### src/rtl/lfsr_rng.sv
// rtl/lfsr_rng.sv - Galois LFSR random-word generator with valid/ready output and reseed
// Optional build macro: LFSR_RNG_REJECT_EN (discard completed words >= RANGE)
module lfsr_rng #(
  parameter int               WIDTH    = 31,
  parameter logic [WIDTH-1:0] TAPS     = 31'h0800_0000,
  parameter logic [WIDTH-1:0] SEED     = 31'h1,
  parameter int               OUT_BITS = 8,
  parameter int               RANGE    = 7
) (
  input  logic                clk,
  input  logic                rst_l,
  input  logic                seed_load,
  input  logic [WIDTH-1:0]    seed,
  input  logic                rand_ready,
  output logic                rand_valid,
  output logic [OUT_BITS-1:0] rand_data,
  output logic [WIDTH-1:0]    lfsr_state
);

  // Bit counter must hold 0..OUT_BITS-1; keep at least one bit for OUT_BITS=1.
  localparam int                CW      = (OUT_BITS > 1) ? $clog2(OUT_BITS) : 1;
  localparam logic [CW-1:0]     LAST    = CW'(OUT_BITS - 1);
  localparam logic [OUT_BITS:0] RANGE_W = (OUT_BITS + 1)'(RANGE);

`ifdef LFSR_RNG_REJECT_EN
  localparam bit REJECT_EN = 1'b1;
`else
  localparam bit REJECT_EN = 1'b0;
`endif

  typedef enum logic {
    FILL  = 1'b0,
    VALID = 1'b1
  } state_t;

  state_t              state;
  logic [CW-1:0]       cnt;
  logic [WIDTH-1:0]    lfsr_q;
  logic [OUT_BITS-1:0] word_q;
  logic                valid_q;

  logic [WIDTH-1:0]    lfsr_step;
  logic [OUT_BITS-1:0] word_next;
  logic                word_ok;

  // One right-shifting Galois step; the bit leaving stage 0 feeds the top stage and the tapped stages.
  always_comb begin
    lfsr_step = {lfsr_q[0], lfsr_q[WIDTH-1:1] ^ (TAPS[WIDTH-2:0] & {(WIDTH-1){lfsr_q[0]}})};
  end

  // Word with this step's output bit placed at position cnt (word is cleared at the start of every fill).
  always_comb begin
    word_next = word_q | (OUT_BITS'(lfsr_q[0]) << cnt);
    word_ok   = !REJECT_EN || ({1'b0, word_next} < RANGE_W);
  end

  // Fill/present state machine; reseed overrides everything except reset.
  always_ff @(posedge clk) begin
    if (!rst_l) begin
      lfsr_q  <= SEED;
      word_q  <= '0;
      valid_q <= 1'b0;
      cnt     <= '0;
      state   <= FILL;
    end else if (seed_load) begin
      // An all-zero state would lock the LFSR, so it is replaced by 1.
      lfsr_q  <= (seed == '0) ? WIDTH'(1) : seed;
      word_q  <= '0;
      valid_q <= 1'b0;
      cnt     <= '0;
      state   <= FILL;
    end else begin
      case (state)
        FILL: begin
          lfsr_q <= lfsr_step;
          if (cnt == LAST) begin
            cnt <= '0;
            if (word_ok) begin
              word_q  <= word_next;
              valid_q <= 1'b1;
              state   <= VALID;
            end else begin
              word_q <= '0;
            end
          end else begin
            cnt    <= cnt + CW'(1);
            word_q <= word_next;
          end
        end
        VALID: begin
          if (rand_ready) begin
            word_q  <= '0;
            valid_q <= 1'b0;
            state   <= FILL;
          end
        end
        default: state <= FILL;
      endcase
    end
  end

  assign rand_valid = valid_q;
  assign rand_data  = word_q;
  assign lfsr_state = lfsr_q;

endmodule

### config.mk
export PLATFORM = sky130hd
export DESIGN_NAME = lfsr_rng
export DESIGN_NICKNAME = d
export VERILOG_FILES = /design/src/rtl/lfsr_rng.sv
export SDC_FILE = /design/constraint.sdc
export NUM_CORES = 1
export LEC_CHECK = 0
export ABC_AREA = 1
export CAP_MARGIN = 20
export CORE_ASPECT_RATIO = 1.75
export CORE_MARGIN = 5
export CORE_UTILIZATION = 44
export CTS_CLUSTER_SIZE = 8
export DETAILED_ROUTE_END_ITERATION = 16
export PLACE_DENSITY = 0.8
export SLEW_MARGIN = 25
export SYNTH_ARGS = -nofsm -noshare
export SYNTH_HDL_FRONTEND = slang
export SYNTH_SLANG_ARGS = --single-unit
export TNS_END_PERCENT = 5
### constraint.sdc
create_clock -name clk -period 1.5 [get_ports clk]
set_input_delay 0.3 -clock clk [delete_from_list [all_inputs] [get_ports clk]]
set_output_delay 0.3 -clock clk [all_outputs]
set_load 0.02 [all_outputs]
Word-level counts from Yosys, hierarchy flattened:

Index checks and enable logic that the tools add are counted.

* register bits: 44
* output and inout bits: 40
* word-level logic and storage cells: 30

* add/subtract/negate cells: 1
* equality and inequality tests: 4
* shift-type cells: 1
* mux-type cells: 12
* bitwise gates (word level): 4
* reductions and logical operators: 3

Operator list (count)
* 31-bit two-way mux: 3
* 31-bit zero test: 1
* 30-bit by 28-bit bitwise XOR with 30-bit output: 1
* 8-bit case mux with 2 select lines: 1
* 8-bit two-way mux: 1
* 8-bit OR: 1
* 1-bit by 3-bit left shift with 8-bit output: 1
* 2-bit != test (second input constant): 3
* 1-bit two-way mux: 4
* 1-bit case mux with 2 select lines: 2
* 3-bit by 1-bit adder with 3-bit output (second input constant): 1
* 3-bit equality test (second input constant): 1
* 3-bit two-way mux: 1
* 1-bit inverter: 2
* 2-bit AND reduction: 1
* 2-bit OR reduction: 1

Longest topological paths before layout:

Gate-level depths: netlist of run 1.

* depth after elaboration: 3
* depth in mapped cells: 8
* depth with buffers taken out: 7

Worst setup path after synthesis of run 1:

Ideal clock, no wire load.

* path type: reg-to-reg
* start point: register cnt[0]
* end point: register cnt[0]
* setup time: 0.086 ns
* arrival: 0.999 ns
* path slack: 0.415 ns
* stages on the path, launching flop included: 6
* path buffers: 0
* period minus slack after synthesis: 1.085 ns
* path through: dfxtp_1 -> ha_1 -> ha_1 -> nor2_1 -> nor2_1 -> a211oi_1

* word-level cells in the longest chain between the ends: 2

RTL lines
* start, declared: line 37 `logic [CW-1:0] cnt;`
* start signal, assigned: line 86 `cnt <= cnt + CW'(1);`
* 3-bit by 1-bit adder with 3-bit output or 3-bit equality test (tied branches): line 86, 76
* 3-bit two-way mux (*): line 76 `if (cnt == LAST) begin`

Every way passes the cells marked *; elsewhere a longest branch is shown, timed or not.
A chain may end at the register's enable or synchronous reset.

Worst setup path in the final report of run 1:

* start point: register lfsr_q[27], in the netlist lfsr_state[27]
* end point: output port lfsr_state[27]

RTL lines
* start, declared: line 38 `logic [WIDTH-1:0] lfsr_q;`
* start signal, assigned: line 67 `lfsr_q <= (seed == '0) ? WIDTH'(1) : seed;`
* start signal, assigned: line 75 `lfsr_q <= lfsr_step;`
* end, declared: line 17 `output logic [WIDTH-1:0] lfsr_state`

No word-level cell between the ends.

==> out/summary.txt, run 1 <==
Outcome - complete, no violations
Site Rows - 32
First-pass GRT wire length - 9500 um
Max stage delay cell, worst path - dfxtp_1
Drt drc - 0
Netlist cell types - 20
Syn Nets - 307
R2r setup slk - 0.27 ns
DP Worst Slack - -0.127 ns
IO Port Bufs - 74
Worst R2R End - cnt[0]
Clk_skew - 0.0117 ns
PD cells - 950 nW/um2
Share of cells above drive strength 1 - 8.96%
Crit path cell chain - dlygate4sd2_1
Max_cap viols - 0
CTS buffer count - 5
Least-Margin Pin Slew - 0.398 ns
ANT cells - 0
Worst Path Class, Setup - flip-flop to primary output
Clock Sinks - 44
Post-CTS Setup Repair Bufs - 0
Yosys reg bits - 44
Clk_lat worst skew - 0.30 ns
Slew Limit Headroom - 73.4%
CTS clock-pin slew for the worst setup and hold paths - 0.08 ns
Max FO, Critical Path - 3
GP Congestion - 0.822
CTS root buffer - clkbuf_8
Sw Share - 24.3%
Hold Path End - rand_data[2]
Initial Utilization - 45.5%
Chip height - 99.3 um
Worst path buffer plus inverter count - 1
Post-synthesis adder-cell area fraction - 1.25%
Largest family of logic cells by synthesized area - compound AO/OA/AOI/OAI gates
Crit path DAT - 1.05 ns
Final setup fails - 0
Vias/cell - 5.40
R2r startpoint - cnt[0]
Total GRT Usage - 20.1%
Crit path time final - 1.35 ns
Critical Path RT - 1.20 ns
Synth Area in XOR/XNOR - 0.437%
Fraction of the mapped netlist area in compound gates - 27.0%
Delay of the slowest critical-path stage - 0.40 ns
Cells on Worst Hold Path - 2
Crit share post-route - 90.2%
Yosys warns - 0
CTS max path bufs - 2
Die X - 61.0 um
Final count of hold timing violations - 0
Hold path startpoint - rand_data[2]
Layout net count - 383
Worst Setup Start Kind - flip-flop
Combinational power share - 15.5%
Vias in the first global route - 2112
Synthesized cell area - 2000 um2
Total Neg Setup Slack - 0 ns
Worst ir drop on vdd - 1.04 mV
Mapped Avg Cell Area - 7.42 um2
Clock share of power - 38.4%
Internal - 2.08 mW
Final worst slack - 0.147 ns
Grt ovf - 0
Simple-gate share of the synthesized area - 19.2%
Placed cells - 390
TritonCTS clock tree - yes
Via count - 2144
Static Leak - 1.29 nW
Area Growth Syn to Fin - 44.4%
Slew Limit Fails - 0
Post-Syn Instances - 270
Final wirelength - 5700 um
HP Class - flip-flop to flip-flop
Mux share of post-synthesis cell area - 0%
Initial DRC count - 66
Hpwl dp - 4380 um
I/O pin cnt - 75
CP endpoint kind - primary output
Routed wire per std cell - 14.4 um
CTS H-tree lvls - 2
Core Region - 4400 um2
Die Area - 6060 um2
Gate family responsible for the most delay along the worst path - flip-flops
Final ANT Viol Nets - 0
Sequential area share after synthesis - 44.0%
Reg2Reg Depth - 5
First-pass DRT Iterations - 4
Sequential power share - 46.0%
Cell Count, Final, Fillers Out - 397
Switching Power - 667 uW
Largest net degree at the start of global routing - 24
Initial antenna violation count - 0
RSZ-0062 raised after global routing - false
F_max - 739 MHz
## how the worst max path moves through the flow
stage                              start              to  slack (ns)  cells past startpoint
after floorplan                   cnt[0]          cnt[0]        0.42                      5
after global placement         seed_load    rand_data[7]       -0.07                      6
after global routing           seed_load    rand_data[6]        0.06                      6
final                     lfsr_state[27]  lfsr_state[27]        0.15                      1
after detailed placement       seed_load    rand_data[6]       -0.13                      6
after CTS                 lfsr_state[27]  lfsr_state[27]        0.15                      1
## logic make-up (layout without fill, tap and decap cells)
family	count (synthesis)	count (layout)
AO/OA/AOI/OAI	103	103
XOR/XNOR	1	1
adder cells (fa/ha/maj)	2	2
buffers and inverters	28	104
flip-flops	44	44
AND/OR/NAND/NOR	92	92
## state kept, by name, summed over array words and instances, names as in the netlist
register and cells:
cnt 3, rand_data 8, state 1, rand_valid 1
lfsr_state 31
## power groups by stage
| stage | clock network (mW) | registers [mW] | logic, mW |
|---|---|---|---|
| after floorplan | 0 | 1.35 | 0.154 |
| after global placement | 0 | 1.29 | 0.460 |
| after detailed placement | 0 | 1.29 | 0.465 |
| after CTS | 1.06 | 1.26 | 0.430 |
| after global routing | 1.11 | 1.27 | 0.469 |
| final | 1.06 | 1.26 | 0.426 |
## stage by stage
stage                     instance area [um2]  utilization (%)  hold WS, ns  power, mW
final                                    2890             65.7        0.483       2.75
after global placement                   2810             63.9        0.462       1.75
after detailed placement                 2810             63.9        0.478       1.76
after global routing                     2890             65.7        0.516       2.85
after floorplan                          2000                -        0.434       1.50
after CTS                                2890             65.7        0.486       2.76
## tightest hold or removal path, stage by stage (launching register included)
cell and delay [ns]:
dfxtp_1 0.31, nand3_1 0.09, o21ai_2 0.05
## placed cells by master, fill, tap and decap left out
cell / instances
a211oi_1: 2
a21oi_1: 31
buf_12: 2
buf_4: 12
bufinv_16: 2
clkbuf_8: 5
clkdlybuf4s50_1: 34
dfxtp_1: 44
dlygate4sd2_1: 40
ha_1: 2
inv_1: 7
inv_2: 1
inv_6: 1
nand2_1: 48
nand2_4: 3
nand3_1: 13
nor2_1: 28
o21ai_0: 53
o21ai_1: 11
o21ai_2: 5
o21bai_1: 1
xnor2_1: 1
## routing by layer
layer	routed length, um	GRT usage, %	share of wire [%]	vias up
met1	2090	21.2	37	1004
met5	0	0	0	-
li1	-	-	-	1060
met2	3150	36.1	55	64
met3	298	4.81	5.2	16
met4	163	8.85	2.9	0
## cell type report
type / instances / area [um2]
Clock buffer: 5 / 68.8
Clock inverter: 2 / 60.1
Fill cell: 402 / 1510
Inverter: 9 / 38.8
Multi-Input combinational cell: 198 / 960
Sequential cell: 44 / 881
Tap cell: 51 / 63.8
Timing Repair Buffer: 88 / 821
## what timing repair did
action | CTS | global route
endpoints found under the hold margin | 0 | 0
endpoints found under the setup margin | 40 | 0
hold buffers | 0 | 0
resized for setup | 40 | 0
## synth_stat cells
library cell	count	share of area, %
o21bai_1	1	0.37
buf_2	11	2.7
inv_2	1	0.19
buf_6	3	1.7
o21ai_2	5	2.2
clkbuf_2	1	0.25
ha_1	2	1.2
dfxtp_1	44	44
nand3_1	13	3.2
o21ai_0	53	13
nor2_1	28	5.2
nand2_4	3	1.7
a21oi_1	31	7.7
o21ai_1	11	2.7
inv_1	7	1.3
a211oi_1	2	0.75
nand2_1	48	9.0
inv_6	1	0.44
buf_4	4	1.5
xnor2_1	1	0.44
No activity file was read; power rests on OpenSTA's default activity.
==> inputs of run 2 (changes only) <==
--- a/config.mk
+++ b/config.mk
@@ -13,7 +13,7 @@
 export CTS_CLUSTER_SIZE = 8
 export DETAILED_ROUTE_END_ITERATION = 16
 export PLACE_DENSITY = 0.8
-export SLEW_MARGIN = 25
+export SLEW_MARGIN = 20
 export SYNTH_ARGS = -nofsm -noshare
 export SYNTH_HDL_FRONTEND = slang
 export SYNTH_SLANG_ARGS = --single-unit
==> results of run 2 <==
Same layout as run 1: the final DEF is identical, and so are final timing and power.
